`config.mk`:
```
export PLATFORM = sky130hd
export DESIGN_NAME = coreriscv_axi4_meta_read_pipe
export DESIGN_NICKNAME = d
export VERILOG_FILES = /design/src/rtl/coreriscv_axi4_meta_pkg.sv /design/src/rtl/coreriscv_axi4_meta_resp_fifo.sv /design/src/rtl/coreriscv_axi4_meta_read_pipe.sv
export SDC_FILE = /design/constraint.sdc
export NUM_CORES = 1
export LEC_CHECK = 0
export ABC_AREA = 1
export CORE_AREA = 2 2 83 85
export CTS_CLUSTER_DIAMETER = 120
export DETAILED_ROUTE_END_ITERATION = 10
export DIE_AREA = 0 0 85 87
export PLACE_DENSITY = 0.83
export SYNTH_ARGS = -nofsm -noshare
export SYNTH_HDL_FRONTEND = slang
export SYNTH_HIERARCHICAL = 1
export SYNTH_SLANG_ARGS = --single-unit
```
`constraint.sdc`:
```
create_clock -name clk -period 6.5 [get_ports clk]
set_input_delay 0.975 -clock clk [delete_from_list [all_inputs] [get_ports clk]]
set_output_delay 0.975 -clock clk [all_outputs]
set_load 0.01 [all_outputs]
```
`src/rtl/coreriscv_axi4_meta_pkg.sv`:
```
// Shared types and constants for the L1 metadata (tag) read pipeline.
// Holds array geometry, the response payload struct and the response-buffer depth.
package coreriscv_axi4_meta_pkg;

    localparam int IDX_W           = 7;
    localparam int TAG_W           = 20;
    localparam int SRC_W           = 2;
    localparam int META_RESP_DEPTH = 2;
    localparam int META_CNT_W      = 2;

    typedef struct packed {
        logic [TAG_W-1:0] tag;
        logic             way_en;
        logic [SRC_W-1:0] src;
    } meta_resp_t;

    // Slots still free once the in-flight S2 entry lands and any same-cycle pop leaves.
    function automatic logic credit_ok(input logic [META_CNT_W-1:0] count,
                                       input logic                  s2_valid,
                                       input logic                  pop);
        logic [META_CNT_W:0] occ;
        occ = {1'b0, count} + {{META_CNT_W{1'b0}}, s2_valid} - {{META_CNT_W{1'b0}}, pop};
        return occ < (META_CNT_W + 1)'(META_RESP_DEPTH);
    endfunction

endpackage

```
`src/rtl/coreriscv_axi4_meta_resp_fifo.sv`:
```
// Two-entry response buffer for the metadata read pipe.
// 1-bit wrapping pointers with an explicit occupancy count for full/empty.
module coreriscv_axi4_meta_resp_fifo
    import coreriscv_axi4_meta_pkg::*;
(
    input  logic                  clk,
    input  logic                  reset,
    input  logic                  push_i,
    input  meta_resp_t            push_data_i,
    input  logic                  pop_i,
    output meta_resp_t            head_o,
    output logic [META_CNT_W-1:0] count_o,
    output logic                  empty_o
);

    meta_resp_t            mem_q [META_RESP_DEPTH];
    logic                  wr_ptr_q, wr_ptr_d;
    logic                  rd_ptr_q, rd_ptr_d;
    logic [META_CNT_W-1:0] count_q, count_d;
    logic                  full;
    logic                  do_push;
    logic                  do_pop;

    assign empty_o = (count_q == '0);
    assign full    = (count_q == META_CNT_W'(META_RESP_DEPTH));
    assign count_o = count_q;
    assign head_o  = mem_q[rd_ptr_q];

    // Upstream credit keeps push-at-full from happening; the guard is defensive.
    assign do_push = push_i & ~full;
    assign do_pop  = pop_i & ~empty_o;

    always_comb begin
        wr_ptr_d = wr_ptr_q ^ do_push;
        rd_ptr_d = rd_ptr_q ^ do_pop;
        count_d  = count_q;
        case ({do_push, do_pop})
            2'b10:   count_d = count_q + 1'b1;
            2'b01:   count_d = count_q - 1'b1;
            default: count_d = count_q;
        endcase
    end

    always_ff @(posedge clk or posedge reset) begin
        if (reset) begin
            wr_ptr_q <= 1'b0;
            rd_ptr_q <= 1'b0;
            count_q  <= '0;
            for (int i = 0; i < META_RESP_DEPTH; i++) begin
                mem_q[i] <= '0;
            end
        end else begin
            wr_ptr_q <= wr_ptr_d;
            rd_ptr_q <= rd_ptr_d;
            count_q  <= count_d;
            if (do_push) begin
                mem_q[wr_ptr_q] <= push_data_i;
            end
        end
    end

endmodule

```
`src/rtl/coreriscv_axi4_meta_read_pipe.sv`:
```
// Metadata tag-array read pipe: issue (S1) -> SRAM capture (S2) -> 2-entry response buffer.
// Optional same-cycle S2 forwarding when the buffer is empty: CORERISCV_AXI4_META_BYPASS_EN.
module coreriscv_axi4_meta_read_pipe
    import coreriscv_axi4_meta_pkg::*;
(
    input  logic             clk,
    input  logic             reset,

    output logic             io_in_ready,
    input  logic             io_in_valid,
    input  logic [IDX_W-1:0] io_in_bits_idx,
    input  logic             io_in_bits_way_en,
    input  logic [SRC_W-1:0] io_in_chosen,

    input  logic             io_wr_valid,
    output logic             io_wr_ready,
    input  logic [IDX_W-1:0] io_wr_bits_idx,
    input  logic [TAG_W-1:0] io_wr_bits_tag,

    output logic             sram_en,
    output logic             sram_we,
    output logic [IDX_W-1:0] sram_addr,
    output logic [TAG_W-1:0] sram_wdata,
    input  logic [TAG_W-1:0] sram_rdata,

    output logic             io_resp_valid,
    input  logic             io_resp_ready,
    output logic [TAG_W-1:0] io_resp_bits_tag,
    output logic             io_resp_bits_way_en,
    output logic [SRC_W-1:0] io_resp_bits_src
);

    logic                  s2_valid_q, s2_valid_d;
    logic                  s2_way_q, s2_way_d;
    logic [SRC_W-1:0]      s2_src_q, s2_src_d;

    logic                  rd_fire;
    logic                  resp_pop;
    logic                  bypass_act;
    logic                  fifo_push;
    logic                  fifo_pop;
    logic                  fifo_empty;
    logic [META_CNT_W-1:0] fifo_count;
    meta_resp_t            s2_entry;
    meta_resp_t            fifo_head;
    meta_resp_t            resp_sel;

    assign io_wr_ready = 1'b1;
    assign resp_pop    = io_resp_valid & io_resp_ready;
    assign io_in_ready = ~io_wr_valid & credit_ok(fifo_count, s2_valid_q, resp_pop);
    assign rd_fire     = io_in_valid & io_in_ready;

    // Writes own the single SRAM port; an idle port drives zeros rather than X.
    always_comb begin
        sram_en    = 1'b0;
        sram_we    = 1'b0;
        sram_addr  = '0;
        sram_wdata = '0;
        if (io_wr_valid) begin
            sram_en    = 1'b1;
            sram_we    = 1'b1;
            sram_addr  = io_wr_bits_idx;
            sram_wdata = io_wr_bits_tag;
        end else if (rd_fire) begin
            sram_en   = 1'b1;
            sram_addr = io_in_bits_idx;
        end
    end

    always_comb begin
        s2_valid_d = rd_fire;
        s2_way_d   = s2_way_q;
        s2_src_d   = s2_src_q;
        if (rd_fire) begin
            s2_way_d = io_in_bits_way_en;
            s2_src_d = io_in_chosen;
        end
    end

    always_ff @(posedge clk or posedge reset) begin
        if (reset) begin
            s2_valid_q <= 1'b0;
            s2_way_q   <= 1'b0;
            s2_src_q   <= '0;
        end else begin
            s2_valid_q <= s2_valid_d;
            s2_way_q   <= s2_way_d;
            s2_src_q   <= s2_src_d;
        end
    end

    assign s2_entry.tag    = sram_rdata;
    assign s2_entry.way_en = s2_way_q;
    assign s2_entry.src    = s2_src_q;

`ifdef CORERISCV_AXI4_META_BYPASS_EN
    assign bypass_act = fifo_empty & s2_valid_q;
`else
    assign bypass_act = 1'b0;
`endif

    // A forwarded entry that is consumed immediately never occupies a buffer slot.
    assign fifo_push = s2_valid_q & ~(bypass_act & io_resp_ready);
    assign fifo_pop  = io_resp_ready & ~fifo_empty;

    coreriscv_axi4_meta_resp_fifo u_resp_fifo (
        .clk         (clk),
        .reset       (reset),
        .push_i      (fifo_push),
        .push_data_i (s2_entry),
        .pop_i       (fifo_pop),
        .head_o      (fifo_head),
        .count_o     (fifo_count),
        .empty_o     (fifo_empty)
    );

    always_comb begin
        resp_sel = '0;
        if (bypass_act) begin
            resp_sel = s2_entry;
        end else if (!fifo_empty) begin
            resp_sel = fifo_head;
        end
    end

    assign io_resp_valid       = ~fifo_empty | bypass_act;
    assign io_resp_bits_tag    = resp_sel.tag;
    assign io_resp_bits_way_en = resp_sel.way_en;
    assign io_resp_bits_src    = resp_sel.src;

endmodule

```
# == Word level (Yosys, flattened, before mapping) ==
# Index checks and enable logic that the tools add are counted.
# W data, S select, Z words.
# totals
word_cells,52
ff_bits,54
# op_classes
bitwise,12
n_addsub,4
reduce_logical,3
muxes,14
n_eq_ne,3
n_lt_le_gt_ge,4
# op_table
cell,n
$mux W23,5
$bwmux W46,1
$demux W23 S1,1
$mux W20,1
$mux W7,2
$and A1 B1 Y1,5
$eq A2 B2 Y1 const B,2
$ge A2 B2 Y1 const B,2
$not A1 Y2,2
$pmux W2 S2,1
$add A2 B1 Y3,1
$lt A3 B2 Y1 const B,1
$mux W1,3
$not A1 Y1,3
$sub A3 B1 Y3,1
$add A2 B1 Y2 const B,1
$eq A2 B1 Y1 const B,1
$logic_not A2 Y1,1
$lt A2 B1 Y1 const B,1
$reduce_bool A2 Y1,1
$sub A2 B1 Y2 const B,1
$xor A1 B1 Y1,2
$logic_and A1 B1 Y1,1

# == Depth between registers and ports, before layout ==
# depth
depth_word,9
mapped_depth,15

# == Modules after synthesis ==
# Netlist, hierarchy kept.
# modules_own_cells
mod,n_inst,cells_each,area_per_inst_um2
coreriscv_axi4_meta_resp_fifo,1,275,2290.9
coreriscv_axi4_meta_read_pipe,1,155,775.7

# == Least setup slack after synthesis ==
# No wires, ideal clock.
# synth_timing
kind,reg2out
from,"register u_resp_fifo.count_q[1], in the netlist u_resp_fifo/count_o[1]"
to,output port sram_addr[0]
path_buffers,3
t_arrival_ns,2.467
setup_slack_ns,3.058
path_stages_with_launch,16
cell_sequence,dfrtp_1 -> inv_1 -> nand2_1 -> inv_1 -> clkbuf_1 -> buf_2 -> nor2_1 -> ha_1 -> inv_1 -> nand2_1 -> fa_1 -> nand2_4 -> nor2_4 -> buf_6 -> nand4_1 -> nand2_1
# synth_via
elab_chain_cells,9
word_cells_on_any_way,10
# synth_rtl
element,line,rtl
"start, declared",coreriscv_axi4_meta_resp_fifo.sv:19,"logic [META_CNT_W-1:0] count_q, count_d;"
"start signal, assigned",coreriscv_axi4_meta_resp_fifo.sv:55,count_q <= count_d;
$logic_not A2 Y1,coreriscv_axi4_meta_resp_fifo.sv:24,assign empty_o = (count_q == '0);
named net fifo_empty,coreriscv_axi4_meta_read_pipe.sv:42,logic fifo_empty;
$not A1 Y1,--,
$and A1 B1 Y1,--,
named net fifo_pop,coreriscv_axi4_meta_read_pipe.sv:41,logic fifo_pop;
$sub A3 B1 Y3,coreriscv_axi4_meta_pkg.sv:22,"occ = {1'b0, count} + {{META_CNT_W{1'b0}}, s2_valid} - {{META_CNT_W{1'b0}}, pop};"
$lt A3 B2 Y1,coreriscv_axi4_meta_pkg.sv:23,return occ < (META_CNT_W + 1)'(META_RESP_DEPTH);
$and A1 B1 Y1,coreriscv_axi4_meta_read_pipe.sv:50,"assign io_in_ready = ~io_wr_valid & credit_ok(fifo_count, s2_valid_q, resp_pop);"
$and A1 B1 Y1,coreriscv_axi4_meta_read_pipe.sv:51,assign rd_fire = io_in_valid & io_in_ready;
$mux W7,coreriscv_axi4_meta_read_pipe.sv:64,end else if (rd_fire) begin
$mux W7,coreriscv_axi4_meta_read_pipe.sv:59,if (io_wr_valid) begin
"end, declared",coreriscv_axi4_meta_read_pipe.sv:22,"output logic [IDX_W-1:0] sram_addr,"
# The timed path passes the listed nets, and every way through them passes these cells.

# == Worst setup path after layout ==
# layout_timing
from,"register u_resp_fifo.count_q[1], in the netlist u_resp_fifo/count_o[1]"
to,output port sram_en
# layout_via
elab_chain_cells,9
word_cells_on_any_way,10
# layout_rtl
element,line,rtl
$logic_not A2 Y1,coreriscv_axi4_meta_resp_fifo.sv:24,
named net fifo_empty,coreriscv_axi4_meta_read_pipe.sv:42,
$not A1 Y1,--,
$and A1 B1 Y1,--,
named net fifo_pop,coreriscv_axi4_meta_read_pipe.sv:41,
$sub A3 B1 Y3,coreriscv_axi4_meta_pkg.sv:22,
$lt A3 B2 Y1,coreriscv_axi4_meta_pkg.sv:23,
$and A1 B1 Y1,coreriscv_axi4_meta_read_pipe.sv:50,
$and A1 B1 Y1,coreriscv_axi4_meta_read_pipe.sv:51,
$mux W1,coreriscv_axi4_meta_read_pipe.sv:64,
$mux W1,coreriscv_axi4_meta_read_pipe.sv:59,
"end, declared",coreriscv_axi4_meta_read_pipe.sv:20,"output logic sram_en,"
# The timed path passes the listed nets, and every way through them passes these cells.

==> reports/qor.txt <==
type of element launching the critical path -> flip-flop
Synth Net Count -> 497
number of synthesis warnings -> 6
final period demand of the worst path -> 4.72 ns
Max-Slew Margin vs Limit -> 31.3%
number of buffers created by CTS -> 5
first-pass detailed-route iteration total -> 4
total global-route track usage -> 19.2%
Die X-Extent -> 85 um
result of the run -> finished, final reports clean
sequential element share of the synthesized area -> 44.1%
Worst Path Arrival -> 3.74 ns
final worst-path cycle share -> 72.5%
height of the chip -> 87 um
via count -> 2839
vias in the first global route -> 2779
post-DR wirelength/cell -> 11.1 um
Nets -> 596
Std-Cell Rows -> 30
slew of the pin with the lowest slew margin -> 1.03 ns
largest driver fanout on the critical path -> 25
source-to-sink clock delay at the later pin of the worst-skew pair -> 0.31 ns
power density normalized to cell area -> 404 nW/um^2
remaining routing DRC violations -> 0
Core Box Area -> 6570 um^2
count of hold-fix buffers inserted at cts -> 0
CTS clock-pin slew for the worst setup and hold paths -> 0.09 ns
Antenna Cells -> 0
Reg-to-Reg End -> s2_src_q[0]
highest ir drop seen on vdd -> 0.253 mV
Setup Total Neg Slack -> 0 ns
Starting Density -> 46.7%
Leakage Power -> 2.19 nW
share of the synthesized area in the top cell type -> 44.1%
root buffer cell -> clkbuf_8
Top-Level Pins -> 117
endpoints failing setup -> 0
layout cell share with drive strength beyond 1 -> 3.21%
Hold Crit Class -> flip-flop to flip-flop
Hold Path Stages -> 2
CTS Sinks -> 54
routability-driven placement congestion ratio -> 0.732
I/O Buffers -> 115
number of synthesized register bits -> 54
data required time at the worst endpoint -> 5.52 ns
number of cells on the worst reg-to-reg path -> 12
Synth Flop Type -> dfrtp_1
post-synthesis cell area -> 3070 um^2
pin count of the biggest net entering global routing -> 51
total detailed-routing wirelength -> 6.78 mm
vias per cell -> 4.65
top cells by area in the synthesized netlist -> dfrtp_1 44%, nand2_1 15%, inv_1 13%, o21ai_0 5.7%, o21ai_1 5.7%
final core utilization -> 64.5%
setup skew after layout -> 0.00245 ns
number of hold violations in the final report -> 0
CP Capture Type -> output port
first-pass GRT wire length -> 11.7 mm
Detailed Place HPWL -> 5.00 mm
cell type with the highest aggregate area in the netlist -> dfrtp_1
fillcell total -> 550
die area -> 7400 um^2
RSZ-0062 raised after global routing -> no
most common cell in the netlist -> nand2_1
top post-synthesis cells by count -> 122 x nand2_1, 107 x inv_1, 54 x dfrtp_1
Worst Hold Path EP -> u_resp_fifo/mem_q[24]
CTS tree -> yes
Clock H-tree levels -> 2
post-synthesis cell type count -> 22
classification of the worst setup path -> flip-flop to output port
fraction of registers with async set/reset -> 100%
post-cts resize count -> 0
Final ANT Viol Nets -> 0
total cell area at the placement stage -> 4140 um^2
antenna violations before repair -> 0
number of flops mapped to enable cells by yosys -> 0
buffers from clock root to sink, at most -> 2
launch instance of the worst min-delay path -> u_resp_fifo/mem_q[24]
number of buffers inserted to repair setup after CTS -> 0
Syn Area/Cell -> 7.13 um^2
number of violations of the max-capacitance limit -> 0
overflow left after global routing -> 0
number of pins exceeding their max-slew limit in the final report -> 0
Highest Clock Rate -> 212 MHz
synthesized netlist cell count -> 430
slack of the worst reg-to-reg path -> 3.45 ns
cell area after layout -> 4240 um^2
start of the worst register-to-register path -> u_resp_fifo/count_o[1]
area growth from synthesis to layout -> 38.1%
violation count after the first detailed-route iteration -> 123
-- critical path: stages (launching register included) --
cell             delay (ns)
dfrtp_1                0.44
inv_1                  0.11
nand2_1                0.09
inv_1                  0.55
nor2_1                 0.19
ha_1                   0.33
inv_1                  0.05
nand2_1                0.05
fa_1                   0.40
nand2_1                0.33
nand4_2                0.24
nand2_1                0.10
clkdlybuf4s50_1        0.55
-- registers in the layout, indices dropped and copies added (netlist names) --
name and cells:
fifo_push 1, s2_src_q 2, s2_way_q 1, u_resp_fifo/count_o 2
u_resp_fifo/mem_q 46, u_resp_fifo/rd_ptr_q 1, u_resp_fifo/wr_ptr_q 1
-- logic make-up after synthesis --
group | count (synthesis) | synth area share (%)
buffers and inverters | 136 | 20.0
AND/OR/NAND/NOR | 163 | 21.8
XOR/XNOR | 1 | 0.286
adder cells (fa/ha/maj) | 5 | 2.28
AO/OA/AOI/OAI | 70 | 11.4
flip-flops | 54 | 44.1
other | 1 | 0.122
-- how the worst max path moves through the flow --
stage	start	endpoint	slack, ns	cells after the start
CTS	u_resp_fifo/count_o[1]	sram_en	1.70	12
detailed placement	io_resp_ready	sram_en	1.86	11
floorplan	u_resp_fifo/count_o[1]	sram_addr[0]	3.06	15
finish	u_resp_fifo/count_o[1]	sram_en	1.78	12
global placement	io_resp_ready	sram_addr[5]	1.91	12
global route	u_resp_fifo/count_o[1]	sram_en	1.34	12
-- placed cells by master (no fill, tap or decap), types with 3 or more instances in the layout --
| cell | netlist | layout |
|---|---|---|
| dfrtp_1 | 54 | 54 |
| clkdlybuf4s50_1 | 0 | 115 |
| clkbuf_8 | 0 | 6 |
| nand4_1 | 11 | 11 |
| nor2_1 | 25 | 25 |
| nand2_1 | 122 | 122 |
| ha_1 | 4 | 4 |
| o21ai_1 | 35 | 35 |
| inv_2 | 2 | 3 |
| buf_4 | 10 | 3 |
| inv_1 | 107 | 106 |
| o21ai_0 | 35 | 35 |
-- final cells by class --
class	count	area (um^2)	share of cell area [%]
Multi-Input combinational cell	240	1100	26.0
Tap cell	80	100	2.36
Clock inverter	1	5.00	0.118
Sequential cell	54	1350	31.9
Clock buffer	7	86.3	2.04
Timing Repair Buffer	118	1170	27.7
Inverter	110	418	9.87
-- routing by layer --
layer / wire length [um] / vias to the layer above / GRT usage, %
li1: - / 1454 / -
met1: 2940 / 1279 / 23.1
met2: 3270 / 101 / 34.7
met3: 507 / 5 / 5.21
met4: 63 / 0 / 3.90
met5: 0 / - / 0
-- metrics by stage --
stage | worst slack (ns) | instances | power, mW | hold WS [ns]
floorplan | 3.06 | 430 | 1.17 | 0.464
global placement | 1.91 | 602 | 1.50 | 0.482
detailed placement | 1.86 | 602 | 1.54 | 0.493
CTS | 1.70 | 610 | 1.73 | 0.514
global route | 1.34 | 610 | 1.88 | 0.531
finish | 1.78 | 610 | 1.71 | 0.513
-- power by group --
| group | internal, mW | switching, mW | leakage [nW] |
|---|---|---|---|
| clock | 0.0861 | 0.104 | 0.0482 |
| sequential | 0.500 | 0.0767 | 0.656 |
| combinational | 0.445 | 0.500 | 1.49 |
Power figures use the tool's default switching activity.
